--- src/rtl/relu_stream_pipe.sv ---
// relu_stream_pipe: multi-lane streaming activation unit (pass / ReLU / leaky / clipped ReLU).
// Two-stage valid/ready pipeline at full throughput. Stage 1 captures the beat and its mode,
// and stage 2 holds the activated result that is presented on out_*.
// Optional feature macro: ACT_STATS_EN adds output-transfer statistics counters
// (stats_clr, stat_beats, stat_zeros).
module relu_stream_pipe #(
  parameter int DATA_W     = 16,
  parameter int LANES      = 4,
  parameter int LEAK_SHIFT = 3,
  parameter int CLIP_VAL   = 1536
`ifdef ACT_STATS_EN
  ,
  parameter int STAT_W     = 32
`endif
) (
  input  logic                    clk,
  input  logic                    rst_n,
  input  logic                    in_valid,
  output logic                    in_ready,
  input  logic [LANES*DATA_W-1:0] in_data,
  input  logic [1:0]              in_mode,
  input  logic                    in_last,
  output logic                    out_valid,
  input  logic                    out_ready,
  output logic [LANES*DATA_W-1:0] out_data,
  output logic                    out_last
`ifdef ACT_STATS_EN
  ,
  input  logic                    stats_clr,
  output logic [STAT_W-1:0]       stat_beats,
  output logic [STAT_W-1:0]       stat_zeros
`endif
);

  localparam int unsigned BUS_W = LANES * DATA_W;

  localparam logic [1:0] MODE_PASS  = 2'b00;
  localparam logic [1:0] MODE_RELU  = 2'b01;
  localparam logic [1:0] MODE_LEAKY = 2'b10;
  localparam logic [1:0] MODE_CLIP  = 2'b11;

  localparam logic signed [DATA_W-1:0] ZERO_S = '0;
  localparam logic signed [DATA_W-1:0] CLIP_S = DATA_W'(CLIP_VAL);

  // Stage 1: the raw beat together with its own mode and end-of-vector marker
  logic             s1_valid;
  logic [BUS_W-1:0] s1_data;
  logic [1:0]       s1_mode;
  logic             s1_last;

  // Stage 2: the activated result; it drives the out_* ports directly
  logic             s2_valid;

  // Pipeline advance enables and the activation result for the stage-1 beat
  logic             s1_adv;
  logic             s2_adv;
  logic [BUS_W-1:0] act_data;

  // Activation for one lane. Every result fits in DATA_W bits, including the most-negative input.
  function automatic logic [DATA_W-1:0] act_lane(input logic [DATA_W-1:0] x_raw,
                                                 input logic [1:0]        mode);
    logic signed [DATA_W-1:0] x;
    logic [DATA_W-1:0]        y;
    x = x_raw;
    y = x_raw;
    case (mode)
      MODE_PASS:  y = x_raw;
      MODE_RELU:  if (x <= ZERO_S) y = '0;
      MODE_LEAKY: if (x < ZERO_S) y = x >>> LEAK_SHIFT;
      MODE_CLIP: begin
        if (x <= ZERO_S)      y = '0;
        else if (x >= CLIP_S) y = CLIP_S;
      end
      default:    y = x_raw;
    endcase
    return y;
  endfunction

  // Handshake: a stage may load when it is empty or when the stage after it is draining
  assign s2_adv    = !s2_valid || out_ready;
  assign s1_adv    = !s1_valid || s2_adv;
  assign in_ready  = s1_adv;
  assign out_valid = s2_valid;

  // Apply the activation to every lane of the stage-1 beat, using that beat's mode
  always_comb begin
    act_data = '0;
    for (int i = 0; i < LANES; i++) begin
      act_data[i*DATA_W +: DATA_W] = act_lane(s1_data[i*DATA_W +: DATA_W], s1_mode);
    end
  end

  // Stage 1 register: capture an accepted input beat
  always_ff @(posedge clk or negedge rst_n) begin
    if (!rst_n) begin
      s1_valid <= 1'b0;
      s1_data  <= '0;
      s1_mode  <= MODE_PASS;
      s1_last  <= 1'b0;
    end else if (s1_adv) begin
      s1_valid <= in_valid;
      if (in_valid) begin
        s1_data <= in_data;
        s1_mode <= in_mode;
        s1_last <= in_last;
      end
    end
  end

  // Stage 2 register: hold the result stable while the output is stalled
  always_ff @(posedge clk or negedge rst_n) begin
    if (!rst_n) begin
      s2_valid <= 1'b0;
      out_data <= '0;
      out_last <= 1'b0;
    end else if (s2_adv) begin
      s2_valid <= s1_valid;
      if (s1_valid) begin
        out_data <= act_data;
        out_last <= s1_last;
      end
    end
  end

`ifdef ACT_STATS_EN
  localparam int unsigned CNT_W = $clog2(LANES + 1);

  logic              out_xfer;
  logic [CNT_W-1:0]  zero_cnt;
  logic [STAT_W:0]   beats_sum;
  logic [STAT_W:0]   zeros_sum;

  assign out_xfer  = s2_valid && out_ready;
  assign beats_sum = {1'b0, stat_beats} + (STAT_W + 1)'(1);
  assign zeros_sum = {1'b0, stat_zeros} + (STAT_W + 1)'(zero_cnt);

  // Count the zero-valued lanes of the beat being presented
  always_comb begin
    zero_cnt = '0;
    for (int i = 0; i < LANES; i++) begin
      if (out_data[i*DATA_W +: DATA_W] == '0) zero_cnt = zero_cnt + CNT_W'(1);
    end
  end

  // Saturating statistics; a synchronous clear wins over a coincident transfer
  always_ff @(posedge clk or negedge rst_n) begin
    if (!rst_n) begin
      stat_beats <= '0;
      stat_zeros <= '0;
    end else if (stats_clr) begin
      stat_beats <= '0;
      stat_zeros <= '0;
    end else if (out_xfer) begin
      stat_beats <= beats_sum[STAT_W] ? '1 : beats_sum[STAT_W-1:0];
      stat_zeros <= zeros_sum[STAT_W] ? '1 : zeros_sum[STAT_W-1:0];
    end
  end
`endif

endmodule

--- config.mk ---
export PLATFORM = sky130hd
export DESIGN_NAME = relu_stream_pipe
export DESIGN_NICKNAME = d
export VERILOG_FILES = /design/src/rtl/relu_stream_pipe.sv
export SDC_FILE = /design/constraint.sdc
export NUM_CORES = 1
export LEC_CHECK = 0
export BUFFER_PORTS_ARGS = -buffer_cell sky130_fd_sc_hd__buf_2
export CAP_MARGIN = 20
export CORE_MARGIN = 2
export CORE_UTILIZATION = 55
export DETAILED_ROUTE_END_ITERATION = 16
export GPL_TIMING_DRIVEN = 0
export PLACE_DENSITY = 0.79
export SKIP_LAST_GASP = 1
export SLEW_MARGIN = 10
export SYNTH_ARGS = -nofsm -noshare
export SYNTH_HDL_FRONTEND = slang
export SYNTH_SLANG_ARGS = --single-unit
--- constraint.sdc ---
create_clock -name clk -period 4 [get_ports clk]
set_clock_uncertainty 0.2 [all_clocks]
set_input_delay 0.4 -clock clk [delete_from_list [all_inputs] [get_ports clk]]
set_output_delay 0.4 -clock clk [all_outputs]
set_load 0.1 [all_outputs]
# ---- Yosys cells after proc, flatten, opt, wreduce, memory -nomap -nowiden
# Index checks and enable logic that the tools add are counted.
dict set report word_totals {
  reg_bits 134
  in_bits 71
  elab_cells 49
}
dict set report classes {
  n_lt_le_gt_ge 12
  eq_ne 3
  mux 20
  n_reduce_logical 7
}
# op n
set ops {}
lappend ops {{$pmux 16 s4} 4}
lappend ops {{$mux 16} 12}
lappend ops {{$ge 16x12->1 const B} 4}
lappend ops {{$le 16x1->1 const B} 4}
lappend ops {{$lt 16x1->1 const B} 4}
lappend ops {{$mux 15} 4}
lappend ops {{$eq 2x2->1 const B} 2}
lappend ops {{$reduce_and 2->1} 2}
lappend ops {{$eq 2x1->1 const B} 1}
lappend ops {{$logic_not 1->1} 2}
lappend ops {{$logic_not 2->1} 1}
lappend ops {{$logic_or 1x1->1} 2}

# ---- Depth between registers and ports, before layout
dict set report depth {
  ltp_word 4
  mapped_depth 7
}

# ---- Least setup slack after synthesis
# Ideal clock, no wire load.
dict set report synth_timing {
  kind {flip-flop to flip-flop}
  startpoint {register s2_valid, in the netlist out_valid}
  endpoint {register s1_data[0]}
  setup_time_ns 0.125
  arrival_time_ns 3.138
  required_time_ns 3.675
  setup_slack_ns 0.537
  stages_incl_launch_ff 6
  n_path_buf 2
  synth_period_minus_slack_ns 3.463
  path_cell_list {dfrtp_1 -> nand3b_1 -> nand2_1 -> buf_2 -> buf_2 -> mux2_2}
}
dict set report synth_between {
  elab_chain_len 4
}
# item line
set synth_rtl {}
lappend synth_rtl {{from (decl)} 52} ;# logic s2_valid;
lappend synth_rtl {{from (signal assigned)} 117} ;# s2_valid <= s1_valid;
lappend synth_rtl {{$logic_not 1->1} 80} ;# assign s2_adv = !s2_valid || out_ready;
lappend synth_rtl {{$logic_or 1x1->1} 80}
lappend synth_rtl {{$logic_or 1x1->1} 81} ;# assign s1_adv = !s1_valid || s2_adv;
lappend synth_rtl {{net in_ready} 19} ;# output logic in_ready,
lappend synth_rtl {{$reduce_and 2->1 (no source line)} --}
lappend synth_rtl {{to (signal assigned)} 103} ;# s1_data <= in_data;
lappend synth_rtl {{to (decl)} 47} ;# logic [BUS_W-1:0] s1_data;
# The timed path passes the listed nets, and every way through them passes these cells.
# A chain may end at the register's enable or synchronous reset.

# ---- Final worst setup path
dict set report layout_timing {
  startpoint {register s1_mode[0]}
  endpoint {register out_data[2]}
}
dict set report layout_between {
  elab_chain_len 2
  elab_cells_between_ends 5
}
# item line
set layout_rtl {}
lappend layout_rtl {{from (decl)} 48} ;# logic [1:0] s1_mode;
lappend layout_rtl {{from (signal assigned)} 104} ;# s1_mode <= in_mode;
lappend layout_rtl {{$eq 2x2->1, or another cell as far along} 66} ;# case (mode)
lappend layout_rtl {{$pmux 16 s4 *} 66}
lappend layout_rtl {{to (signal assigned)} 119} ;# out_data <= act_data;
lappend layout_rtl {{to (decl)} 25} ;# output logic [LANES*DATA_W-1:0] out_data,
# Mark *: on every way between the ends. The rest lies on a longest branch, timed or not.

==> flow_summary.yaml <==
status:
  status: "finished, final reports clean"
sta:
  finalHoldViolCount: 0
  period_share: 0.5752
  fin_crit_ns: 2.301
  tightest_slew_ns: 0.6615
  drv_slew: 0
  finalSetupViolCount: 0
  tns_ns: 0
  maxSlewHeadroom: 0.5590
  timing.fmax_mhz: 434.7
  rsz0062_at_grt: "no"
cts:
  clkSinkCount: 134
  cts_setup_buffers: 0
  worstSkewPairLatency_ns: 0.55
  cts_tree: "built"
  cts_made_buffers: 17
  ctsHoldBuffers: 71
  root_buffer: "clkbuf_8"
  clk_pin_slew_ns: 0.06
  cts.htree.levels: 4
  clockBufferDepth: 2
  cts.repair.resized: 0
worst_setup_path:
  crit_arrival_ns: 2.56
  worstPathMaxFanout: 10
  path_common_cell: "o21ai_0"
  critical_path.top_delay_family: "buffers and inverters"
  startpoint_type: "flop"
  critPathSlowestCell: "clkbuf_1"
  end_kind: "flop"
  crit_buf_inv: 3
  reg2reg_depth: 6
  path_cells: "buf_2, inv_1, clkbuf_1, o21ai_0, a221o_1, o21ai_0"
  worstSetupPathType: "reg2reg"
  cp_slowest_stage_delay_ns: 0.54
  cp.required_ns: 4.26
  path_depth: 6
cells_and_area:
  multi_input_area_um2: 2515
  fillers: 689
  final_layout_size_suffix_gt1_frac: 0.3080
  instances_no_fill: 955
  final_cell_mix: "buf_2, dfrtp_1, nand2_1"
  final_util: 0.7623
  seqCellArea_um2: 3353
  mostFrequentLayoutCell: "buf_2"
  fin_nets: 873
  area_growth_syn_to_layout_pct: 35.84
  insertedDiodeCount: 0
logic_synthesis:
  synth.avg_cell_area_um2: 10.55
  synth.distinct_cells: 39
  synth-seq-area-share: 0.5536
  synth_warnings: 0
  synthCells: 574
  syn_nets: 645
  synth.ff_latch_count: 134
  syn-cell-area_um2: 6057
detailed_routing:
  routed_via_density: 5.962
  drc: 0
  drt_iter0_drc: 482
  vias: 5694
  first_pass_iters: 5
  wl_per_cell_um: 18.72
  routed_wirelength_um: 17880
  drtAntennaViolNets: 0
flow_run:
  cap_violations: 0
power_and_ir_drop:
  share_seq_of_total_power: 0.332
  combPwrFrac: 0.403
  leakagePower_nw: 3.727
  vdd_ir_drop_max_mv: 0.6088
  switching_share: 0.4639
  p_int_mw: 3.016
  clockPowerShare: 0.265
  p_per_area_nw_per_um2: 683.8
  p_switching_mw: 2.610
global_routing:
  use_met3: 0.06993
  grt_usage: 0.3177
  grt_pass1_wl_um: 28150
  grt_pass1_vias: 5674
  grt_max_degree: 69
  overflow: 0
  grt-busiest-layer: "met2"
  grt_use_met1: 0.4045
  antenna_found_initial: 0
  grt_util_met2: 0.5084
floorplanning:
  ios: 138
  die_x_um: 108.9
  die_height_um: 108.9
  die_area_um2: 11870
  core.rowCount: 38
  initial_core_util: 0.5612
  core_region_area_um2: 10790
hold_path:
  hold_path.class: "in2async"
place:
  gp_congestion: 0.8957
  dp_hpwl_um: 11710
  portBuffers: 137
  dp_cells: 852
power by group through the flow:
stage                     clock network [mW]  logic (mW)  registers, mW
after floorplan                            0       0.516           3.08
after global placement                     0        2.15           1.86
after detailed placement                   0        2.19           1.88
after CTS                               1.49        2.25           1.86
after global routing                    1.57        2.37           1.89
final                                   1.49        2.27           1.87
metal layers:
layer	wire length, um	vias up
met2	8689	316
met4	706	0
met1	7156	2757
met3	1324	65
met5	0	-
li1	-	2556
synthesized netlist by cell type:
library cell | count | area [um2]
dfrtp_1 | 134 | 3353
nand2_1 | 87 | 326.6
mux2_2 | 67 | 754.5
o21ai_0 | 64 | 320.3
nor2_1 | 39 | 146.4
a21oi_1 | 27 | 135.1
o221ai_1 | 27 | 236.5
clkbuf_1 | 24 | 90.09
nor4_1 | 14 | 87.58
nand3_1 | 11 | 55.05
buf_2 | 9 | 45.04
inv_1 | 7 | 26.28
a221oi_1 | 6 | 52.55
a22oi_1 | 6 | 45.04
o22ai_1 | 6 | 37.54
buf_1 | 5 | 18.77
nand2b_1 | 4 | 25.02
a221oi_2 | 3 | 45.04
a31oi_1 | 3 | 18.77
nand3b_1 | 3 | 22.52
nand4_1 | 3 | 18.77
nor3_1 | 3 | 15.01
and3_1 | 2 | 12.51
nor2b_1 | 2 | 12.51
o2111a_1 | 2 | 22.52
o211ai_1 | 2 | 15.01
o31ai_1 | 2 | 15.01
a211o_1 | 1 | 8.760
a211oi_1 | 1 | 7.510
a221o_1 | 1 | 10.01
and2_1 | 1 | 6.260
clkbuf_2 | 1 | 5.000
clkinv_1 | 1 | 3.750
o211a_1 | 1 | 10.01
o21a_1 | 1 | 7.510
o21ai_2 | 1 | 8.760
o31a_1 | 1 | 8.760
o41ai_2 | 1 | 16.27
or3_4 | 1 | 11.26
worst register-to-register path: cells and delay by family, from the launching register on:
kind                   cells  cell delay (ns)
buffers and inverters      3             0.97
AOI/OAI and AO/OA          3             0.70
DFF                        1             0.35
state kept, by name, summed over array words and instances, names as in the netlist:
signal	count
out_data	64
s1_data	64
s1_mode	2
out_last	1
out_valid	1
s1_last	1
s1_valid	1
metrics by stage:
step	worst slack, ns	cell area [um2]	power, mW	hold slack [ns]
floorplan	0.5369	6057	3.593	-0.09559
global placement	0.7025	6918	4.014	0.2505
detailed placement	1.763	6952	4.069	0.2323
CTS	1.745	8228	5.603	0.2349
global route	1.571	8228	5.836	0.2813
finish	1.699	8228	5.626	0.2203
worst paths after layout:
path | slack [ns] | from | end
setup / recovery | 1.70 | s1_mode[0] | out_data[2]
hold / removal | 0.22 | rst_n | s1_data[7]
max in group asynchronous | 2.65 | rst_n | out_data[60]
hold reg to reg | 0.27 | s1_last | out_last
setup reg to reg | 1.70 | s1_mode[0] | out_data[2]
min in group clk | 0.27 | s1_last | out_last
kinds of logic after synthesis:
kind of cell,count (synthesis),synth area share
AOI/OAI and AO/OA,156,0.1686
buffers and inverters,47,0.03119
DFF,134,0.5536
muxes,67,0.1246
and+or+nand+nor,170,0.1221
cell type report:
cell class / instances / area share
timing repair buffer: 209 / 0.1738
clock inverter: 10 / 0.01247
inverter: 8 / 0.003650
buffer: 39 / 0.01931
multi-input combinational: 393 / 0.3057
tap: 140 / 0.02129
clock buffer: 22 / 0.05627
sequential: 134 / 0.4075
No activity file was read; power rests on OpenSTA's default activity.
